[config.mk]
export PLATFORM = sky130hd
export DESIGN_NAME = add_chain_seq_flat
export DESIGN_NICKNAME = d
export VERILOG_FILES = /design/src/rtl/add_chain_seq_if.sv /design/src/rtl/add_chain_seq.sv /design/src/flat_wrapper.sv
export SDC_FILE = /design/constraint.sdc
export NUM_CORES = 1
export LEC_CHECK = 0
export ABC_AREA = 1
export CORE_UTILIZATION = 32
export DETAILED_ROUTE_END_ITERATION = 8
export PLACE_DENSITY = 0.84
export SETUP_SLACK_MARGIN = 0.4
export SLEW_MARGIN = 10
export SYNTH_ARGS = -nofsm -noshare
export SYNTH_HDL_FRONTEND = slang
export SYNTH_SLANG_ARGS = --single-unit
[constraint.sdc]
create_clock -name clk -period 1 [get_ports clk]
set_input_delay 0.3 -clock clk [delete_from_list [all_inputs] [get_ports clk]]
set_output_delay 0.3 -clock clk [all_outputs]
set_load 0.02 [all_outputs]
[src/rtl/add_chain_seq_if.sv]
// add_chain_seq_if
// Bundles the operand stream, the result stream, the abort strobe and the
// side-channel to the external 8-bit parallel adder into one interface.
//   slave  : the view used by add_chain_seq itself
//   master : the mirror view used by the surrounding environment
// Signals:
//   in_valid/in_ready/in_a/in_b/in_sub : operand byte-pair stream, LSB byte first
//   abort                              : synchronous abort of the current operation
//   add_a/add_b/add_cin                : drive to the adder
//   add_sum/add_cout                   : result from the adder
//   out_valid/out_ready/out_byte       : result byte stream
//   out_last/out_cout/out_zero         : final-byte marker and final flags
interface add_chain_seq_if;
  logic       in_valid;
  logic       in_ready;
  logic [7:0] in_a;
  logic [7:0] in_b;
  logic       in_sub;
  logic       abort;
  logic [7:0] add_a;
  logic [7:0] add_b;
  logic       add_cin;
  logic [7:0] add_sum;
  logic       add_cout;
  logic       out_valid;
  logic       out_ready;
  logic [7:0] out_byte;
  logic       out_last;
  logic       out_cout;
  logic       out_zero;

  modport slave (
    input  in_valid, in_a, in_b, in_sub, abort, add_sum, add_cout, out_ready,
    output in_ready, add_a, add_b, add_cin,
    output out_valid, out_byte, out_last, out_cout, out_zero
  );

  modport master (
    output in_valid, in_a, in_b, in_sub, abort, add_sum, add_cout, out_ready,
    input  in_ready, add_a, add_b, add_cin,
    input  out_valid, out_byte, out_last, out_cout, out_zero
  );
endinterface

[src/rtl/add_chain_seq.sv]
// add_chain_seq
// Multi-byte add/subtract sequencer. Operand byte pairs arrive LSB first,
// are fed combinationally to an external 8-bit adder, and the adder's carry
// is chained into the next byte. Each result byte lands in a one-entry
// output buffer; the last (MSB) byte carries final carry/borrow and an
// all-bytes-zero flag.
// Parameters:
//   NBYTES : operand width in bytes (2..16)
// Ports:
//   clk : rising-edge clock
//   rst : asynchronous active-high reset
//   bus : add_chain_seq_if.slave (operand stream, result stream, abort, adder link)
// Build option:
//   ADD_CHAIN_SEQ_SUB_EN : when defined, in_sub on the first beat selects
//   A - B (as A + ~B + 1) and out_cout reports borrow. When undefined,
//   in_sub is ignored and only addition is performed.
module add_chain_seq #(
  parameter int NBYTES = 4
) (
  input logic            clk,
  input logic            rst,
  add_chain_seq_if.slave bus
);

  localparam int IDXW = (NBYTES > 1) ? $clog2(NBYTES) : 1;
  localparam logic [IDXW-1:0] LAST_IDX = IDXW'(NBYTES - 1);

  typedef enum logic [0:0] {
    ST_FIRST = 1'b0,
    ST_CHAIN = 1'b1
  } state_t;

  state_t          state_r;
  logic [IDXW-1:0] idx_r;
  logic            carry_r;
  logic            zero_r;
`ifdef ADD_CHAIN_SEQ_SUB_EN
  logic            sub_r;
`endif

  logic            out_valid_r;
  logic [7:0]      out_byte_r;
  logic            out_last_r;
  logic            out_cout_r;
  logic            out_zero_r;

  logic            first_s;
  logic            sub_eff_s;
  logic            in_ready_s;
  logic            accept_s;
  logic            last_beat_s;
  logic            add_cin_s;
  logic            zero_acc_s;

  // Beat qualification, effective mode, carry selection and running zero flag
  always_comb begin
    first_s = (state_r == ST_FIRST);
`ifdef ADD_CHAIN_SEQ_SUB_EN
    // Mode comes live from the port on byte 0, then from the latched copy.
    if (first_s) begin
      sub_eff_s = bus.in_sub;
    end else begin
      sub_eff_s = sub_r;
    end
`else
    sub_eff_s = 1'b0;
`endif
    // Buffer can take a byte when empty or being drained this cycle;
    // abort blocks any beat offered alongside it.
    in_ready_s  = (!out_valid_r || bus.out_ready) && !bus.abort;
    accept_s    = bus.in_valid && in_ready_s;
    last_beat_s = (idx_r == LAST_IDX);
    // Initial carry is 1 for subtraction (the +1 of two's complement).
    if (first_s) begin
      add_cin_s  = sub_eff_s;
      zero_acc_s = (bus.add_sum == 8'h00);
    end else begin
      add_cin_s  = carry_r;
      zero_acc_s = zero_r && (bus.add_sum == 8'h00);
    end
  end

  assign bus.in_ready  = in_ready_s;
  assign bus.add_a     = bus.in_a;
  assign bus.add_b     = bus.in_b ^ {8{sub_eff_s}};
  assign bus.add_cin   = add_cin_s;
  assign bus.out_valid = out_valid_r;
  assign bus.out_byte  = out_byte_r;
  assign bus.out_last  = out_last_r;
  assign bus.out_cout  = out_cout_r;
  assign bus.out_zero  = out_zero_r;

  // Sequencer FSM, carry chain state and one-entry output buffer
  always_ff @(posedge clk or posedge rst) begin
    if (rst) begin
      state_r     <= ST_FIRST;
      idx_r       <= {IDXW{1'b0}};
      carry_r     <= 1'b0;
      zero_r      <= 1'b0;
`ifdef ADD_CHAIN_SEQ_SUB_EN
      sub_r       <= 1'b0;
`endif
      out_valid_r <= 1'b0;
      out_byte_r  <= 8'h00;
      out_last_r  <= 1'b0;
      out_cout_r  <= 1'b0;
      out_zero_r  <= 1'b0;
    end else begin
      // Abort and accept are exclusive because in_ready is low during abort.
      if (bus.abort) begin
        state_r <= ST_FIRST;
        idx_r   <= {IDXW{1'b0}};
        carry_r <= 1'b0;
        zero_r  <= 1'b0;
`ifdef ADD_CHAIN_SEQ_SUB_EN
        sub_r   <= 1'b0;
`endif
      end else if (accept_s) begin
        carry_r <= bus.add_cout;
        zero_r  <= zero_acc_s;
        if (last_beat_s) begin
          idx_r   <= {IDXW{1'b0}};
          state_r <= ST_FIRST;
        end else begin
          idx_r   <= idx_r + IDXW'(1);
          state_r <= ST_CHAIN;
`ifdef ADD_CHAIN_SEQ_SUB_EN
          if (first_s) begin
            sub_r <= sub_eff_s;
          end
`endif
        end
      end

      // A push overrides a simultaneous pop so the stage runs without bubbles.
      if (accept_s) begin
        out_valid_r <= 1'b1;
        out_byte_r  <= bus.add_sum;
        out_last_r  <= last_beat_s;
        // Carry out XOR mode turns the subtract carry into a borrow.
        out_cout_r  <= last_beat_s & (bus.add_cout ^ sub_eff_s);
        out_zero_r  <= last_beat_s & zero_acc_s;
      end else if (bus.out_ready) begin
        out_valid_r <= 1'b0;
        out_last_r  <= 1'b0;
        out_cout_r  <= 1'b0;
        out_zero_r  <= 1'b0;
      end
    end
  end

endmodule
[src/flat_wrapper.sv]
// flat-port wrapper written by rule: the top's interface ports become plain ports
module add_chain_seq_flat 
#(
  parameter int NBYTES = 4
)
  (clk, rst, bus_in_valid, bus_in_a, bus_in_b, bus_in_sub, bus_abort, bus_add_sum, bus_add_cout, bus_out_ready, bus_in_ready, bus_add_a, bus_add_b, bus_add_cin, bus_out_valid, bus_out_byte, bus_out_last, bus_out_cout, bus_out_zero);
  add_chain_seq_if bus_i ();
  input logic clk;
  input logic rst;
  input wire logic [$bits(bus_i.in_valid)-1:0] bus_in_valid;
  input wire logic [$bits(bus_i.in_a)-1:0] bus_in_a;
  input wire logic [$bits(bus_i.in_b)-1:0] bus_in_b;
  input wire logic [$bits(bus_i.in_sub)-1:0] bus_in_sub;
  input wire logic [$bits(bus_i.abort)-1:0] bus_abort;
  input wire logic [$bits(bus_i.add_sum)-1:0] bus_add_sum;
  input wire logic [$bits(bus_i.add_cout)-1:0] bus_add_cout;
  input wire logic [$bits(bus_i.out_ready)-1:0] bus_out_ready;
  output wire logic [$bits(bus_i.in_ready)-1:0] bus_in_ready;
  output wire logic [$bits(bus_i.add_a)-1:0] bus_add_a;
  output wire logic [$bits(bus_i.add_b)-1:0] bus_add_b;
  output wire logic [$bits(bus_i.add_cin)-1:0] bus_add_cin;
  output wire logic [$bits(bus_i.out_valid)-1:0] bus_out_valid;
  output wire logic [$bits(bus_i.out_byte)-1:0] bus_out_byte;
  output wire logic [$bits(bus_i.out_last)-1:0] bus_out_last;
  output wire logic [$bits(bus_i.out_cout)-1:0] bus_out_cout;
  output wire logic [$bits(bus_i.out_zero)-1:0] bus_out_zero;
  assign bus_i.in_valid = bus_in_valid;
  assign bus_i.in_a = bus_in_a;
  assign bus_i.in_b = bus_in_b;
  assign bus_i.in_sub = bus_in_sub;
  assign bus_i.abort = bus_abort;
  assign bus_i.add_sum = bus_add_sum;
  assign bus_i.add_cout = bus_add_cout;
  assign bus_i.out_ready = bus_out_ready;
  assign bus_in_ready = bus_i.in_ready;
  assign bus_add_a = bus_i.add_a;
  assign bus_add_b = bus_i.add_b;
  assign bus_add_cin = bus_i.add_cin;
  assign bus_out_valid = bus_i.out_valid;
  assign bus_out_byte = bus_i.out_byte;
  assign bus_out_last = bus_i.out_last;
  assign bus_out_cout = bus_i.out_cout;
  assign bus_out_zero = bus_i.out_zero;
  add_chain_seq #(.NBYTES(NBYTES)) u_core (.clk(clk), .rst(rst), .bus(bus_i));
endmodule
---- Word level (Yosys, flattened, before mapping) ----
Index checks and enable logic that the tools add are counted.
operators by class
  add/sub/neg operators ................... 1
  eq/ne operators ......................... 1
  multiplexer cells ....................... 17
  bitwise operators ....................... 2
  reductions and logical operators ........ 9
operators with widths
  kind                   count
  $mux W1                14
  $logic_not A8 Y1       1
  $mux W2                3
  $reduce_bool A2 Y1     2
  $logic_and A1 B1 Y1    3
  $add A2 B1 Y2 const B  1
  $and A1 B1 Y1          2
  $eq A2 B2 Y1 const B   1
  $logic_not A1 Y1       2
  $logic_or A1 B1 Y1     1
storage, ports and cells
  bits in registers ....................... 17
  bits of input ports ..................... 31
  output and inout port bits .............. 30
  word-level logic and storage cells ...... 39

---- Logic depth before layout (Yosys ltp) ----
  word-level depth ........................ 6
  gate-level depth with buffers ........... 6
  gate-level depth less buffers ........... 6

---- Worst setup path before layout ----
Ideal clock, no wire load.
  kind .................................... flip-flop to output port
  from .................................... register u_core.out_valid_r, in the netlist u_core.bus.out_valid
  to ...................................... output bus_in_ready
  data arrival time ....................... 879 ps
  setup slack ............................. -179 ps
  cell stages (with the launch flop) ...... 2
  path buffers ............................ 0
  path through ............................ dfrtp_1 -> a21oi_1
between the ends
  word-level cells in the longest chain between the ends .. 3
RTL lines
  item                    line                  RTL
  start, declared         add_chain_seq.sv:41   logic out_valid_r;
  start signal, assigned  add_chain_seq.sv:103  out_valid_r <= 1'b0;
  start signal, assigned  add_chain_seq.sv:137  out_valid_r <= 1'b1;
  start signal, assigned  add_chain_seq.sv:144  out_valid_r <= 1'b0;
  $logic_not A1 Y1        add_chain_seq.sv:70   in_ready_s = (!out_valid_r || bus.out_ready) && !bus.abort;
  $logic_or A1 B1 Y1      add_chain_seq.sv:70
  $logic_and A1 B1 Y1     add_chain_seq.sv:70
  end, declared           flat_wrapper.sv:18    output wire logic [$bits(bus_i.in_ready)-1:0] bus_in_ready;
No other way between the ends.

---- Worst setup path after layout ----
Ends and elaborated chain as after synthesis.

==> flow_summary_export.csv <==
group,metric,value,unit
timing,clock-skew-final,0.00891,ns
power,peakVddDrop,0.624,mV
power,power.leakage,0.714,nW
placement,gp_congestion,0.798,
synth,ys_warn_count,0,
routing,vias,793,
timing,min_period,1.28,ns
routing,wl_per_cell,11.8,um
global_routing,antenna_found_initial,0,
power,power_density,1310,nW/um^2
die,core_area,2760,um^2
clock_tree,ctsHoldBuffers,0,
die,dieArea,3120,um^2
synth,yosys-top-cells-area,"dfrtp_1 (46%), nand2_1 (13%), buf_4 (13%), o21ai_2 (4.7%), nand3_2 (4.3%)",
die,io_pins,61,
timing,slew_viol_final,0,
worst_setup_path,reg2reg_from,"u_core.bus.out_valid",
synth,synth_cell_types,17,
clock_tree,htree_levels,1,
routing,vias_per_cell,4.56,
global_routing,top_usage_layer,"met2",
worst_setup_path,startpoint,"u_core.bus.out_valid",
timing,fmax,779,MHz
timing,hold_viol,0,
clock_tree,clk_latency,0.30,ns
die,num_rows,19,
layout,drive_gt1_frac,0.559,
timing,tightest_slew,0.158,ns
worst_setup_path,critPathLaunchType,"flop",
layout,diodes,0,
synth,ys_ff_latch,17,
synth,syn_nets,135,
synth,syn_area,928,um^2
placement,hpwlAfterDp,1.61,mm
layout,fillerInstances,263,
routing,first_iter_violations,11,
status,violations,"setup timing",
synth,synth_top_area_cell,"dfrtp_1",
worst_setup_path,worstSetupEndpointType,"output port",
worst_setup_path,critPathRequiredTime,0.70,ns
routing,dr.pass1.iters,4,
placement,dp.cells,162,
clock_tree,path_clk_slew,0.10,ns
global_routing,grt_pass1_wl,3.53,mm
global_routing,met3_usage,0.0465,
worst_setup_path,crit_type,"flop to output port",
layout,finalNetCount,176,
worst_setup_path,worst_ep_arrival_time,0.98,ns
die,initial_utilization,0.337,
global_routing,use_met1,0.148,
routing,drt-total-wl,2.05,mm
global_routing,grt_overflow,0,
global_routing,first_global_vias,850,
die,chipHeight,55.9,um
global_routing,met2_usage,0.256,
timing,finalCritPeriodShare,1.28,
layout,fin_util,0.504,
timing,rsz0062_at_grt,"yes",
clock_tree,cts_made_buffers,3,
synth,avgSynthCellArea,9.01,um^2
clock_tree,cts_root_buf,"clkbuf_4",
timing,finalSetupViolCount,31,
synth,synthTopCellsByCount,"nand2_1 (33), dfrtp_1 (17), buf_4 (16)",
layout,final_cells,174,
layout,syn2layout_area_growth,49.6,%
synth,syn_inst,103,
status,status,"complete, but fails checks",
synth,synth_edf_count,0,
routing,ant_nets,0,
routing,drcViolationCount,0,
synth,synth_flop_cell,"dfrtp_1",
hold_path,hold_path_class,"primary input to async pin",
run,max-cap-violations,0,
placement,port_buffers,27,
global_routing,grt_max_degree,18,
synth,yosys.area.top_type_share,0.458,
synth,yosysMostFrequentCell,"nand2_1",
worst_setup_path,crit_fanout,2,
clock_tree,clockBufferDepth,2,
synth,synthArstFlopShare,1.00,
clock_tree,clkSinkCount,17,
timing,relSlewSlack,0.894,
synth,seq_area_frac_synth,0.458,
global_routing,track_usage,0.148,
clock_tree,cts_tree,"done",
timing,setup_ws,-0.284,ns
die,die_x,55.9,um
-- routing by layer --
metal,routed length [um],up-vias
met5,0,-
met4,72,0
met3,159,10
met2,1090,33
met1,723,366
li1,-,384
-- final cells by class --
cell class	count	area, um^2	share of cell area
repair buffers	54	512	0.368
flip-flops and latches	17	440	0.317
multi-input cells	57	328	0.236
inverters	11	43.8	0.0315
well taps	31	38.8	0.0279
clock buffers	4	26.3	0.0189
-- final timing paths --
check | to | slack (ns) | cells past startpoint
hold / removal | u_core.bus.out_byte[7] | 0.30 | 3
setup reg to reg | u_core.zero_r | -0.15 | 6
hold reg to reg | u_core.bus.out_byte[1] | 0.52 | 2
min in group clk | u_core.bus.out_byte[1] | 0.52 | 2
setup / recovery | bus_in_ready | -0.28 | 2
max in group asynchronous | u_core.bus.out_cout | 0.56 | 3
-- flip-flops by register name, indices dropped and copies added (netlist names) --
name,count
u_core.state_r,1
u_core.bus.out_cout,1
u_core.idx_r,2
u_core.bus.out_byte,8
u_core.bus.out_zero,1
u_core.bus.out_valid,1
u_core.zero_r,1
u_core.bus.out_last,1
u_core.carry_r,1
-- worst max-delay path: stages (launching register included) --
cell,delay [ns]
dfrtp_2,0.42
a21oi_2,0.12
buf_4,0.15
-- cell usage in the layout (no fill, tap or decap) --
cell type	n
a21oi_2	1
clkdlybuf4s50_1	11
dfrtp_2	12
nand3_2	4
nand4_1	1
nand3_4	1
nor2_1	5
clkbuf_4	3
clkbuf_1	1
nand2_4	1
buf_12	1
ha_1	1
inv_2	3
nand2_1	25
buf_4	23
nand2_2	8
buf_6	17
o21ai_2	5
dfrtp_1	5
inv_4	1
nand3_1	5
dlygate4sd2_1	2
inv_1	7
-- logic make-up after synthesis --
logic type | count (synthesis) | synth area share
simple gates | 50 | 0.261
buf+inv | 29 | 0.214
flops | 17 | 0.458
compound gates | 6 | 0.0526
fa+ha+maj | 1 | 0.0135
-- stage by stage --
stage	total power, mW	setup WS (ns)	hold slack (ns)	setup TNS (ns)	area, um^2
finish	1.81	-0.284	0.298	-4.36	1390
floorplan	1.21	-0.0324	0.225	-0.269	1080
detailed placement	1.39	-0.856	0.486	-13.63	1270
global placement	1.36	-0.806	0.480	-12.89	1270
global route	1.92	-0.350	0.307	-5.87	1390
CTS	1.81	-0.312	0.299	-4.69	1360
-- report_power, final --
| group | switching (mW) | total [mW] | leakage, nW | internal (mW) |
|---|---|---|---|---|
| Combinational | 0.271 | 0.617 | 0.495 | 0.345 |
| Sequential | 0.0517 | 0.821 | 0.204 | 0.770 |
| Clock | 0.221 | 0.377 | 0.0150 | 0.156 |
-- repair_timing --
item,in CTS,in global routing
pin swaps,2,0
endpoints found under the hold margin,0,0
resized for setup,89,2
buffers inserted,5,3
endpoints found under the setup margin,47,47
Power figures use the tool's default switching activity.
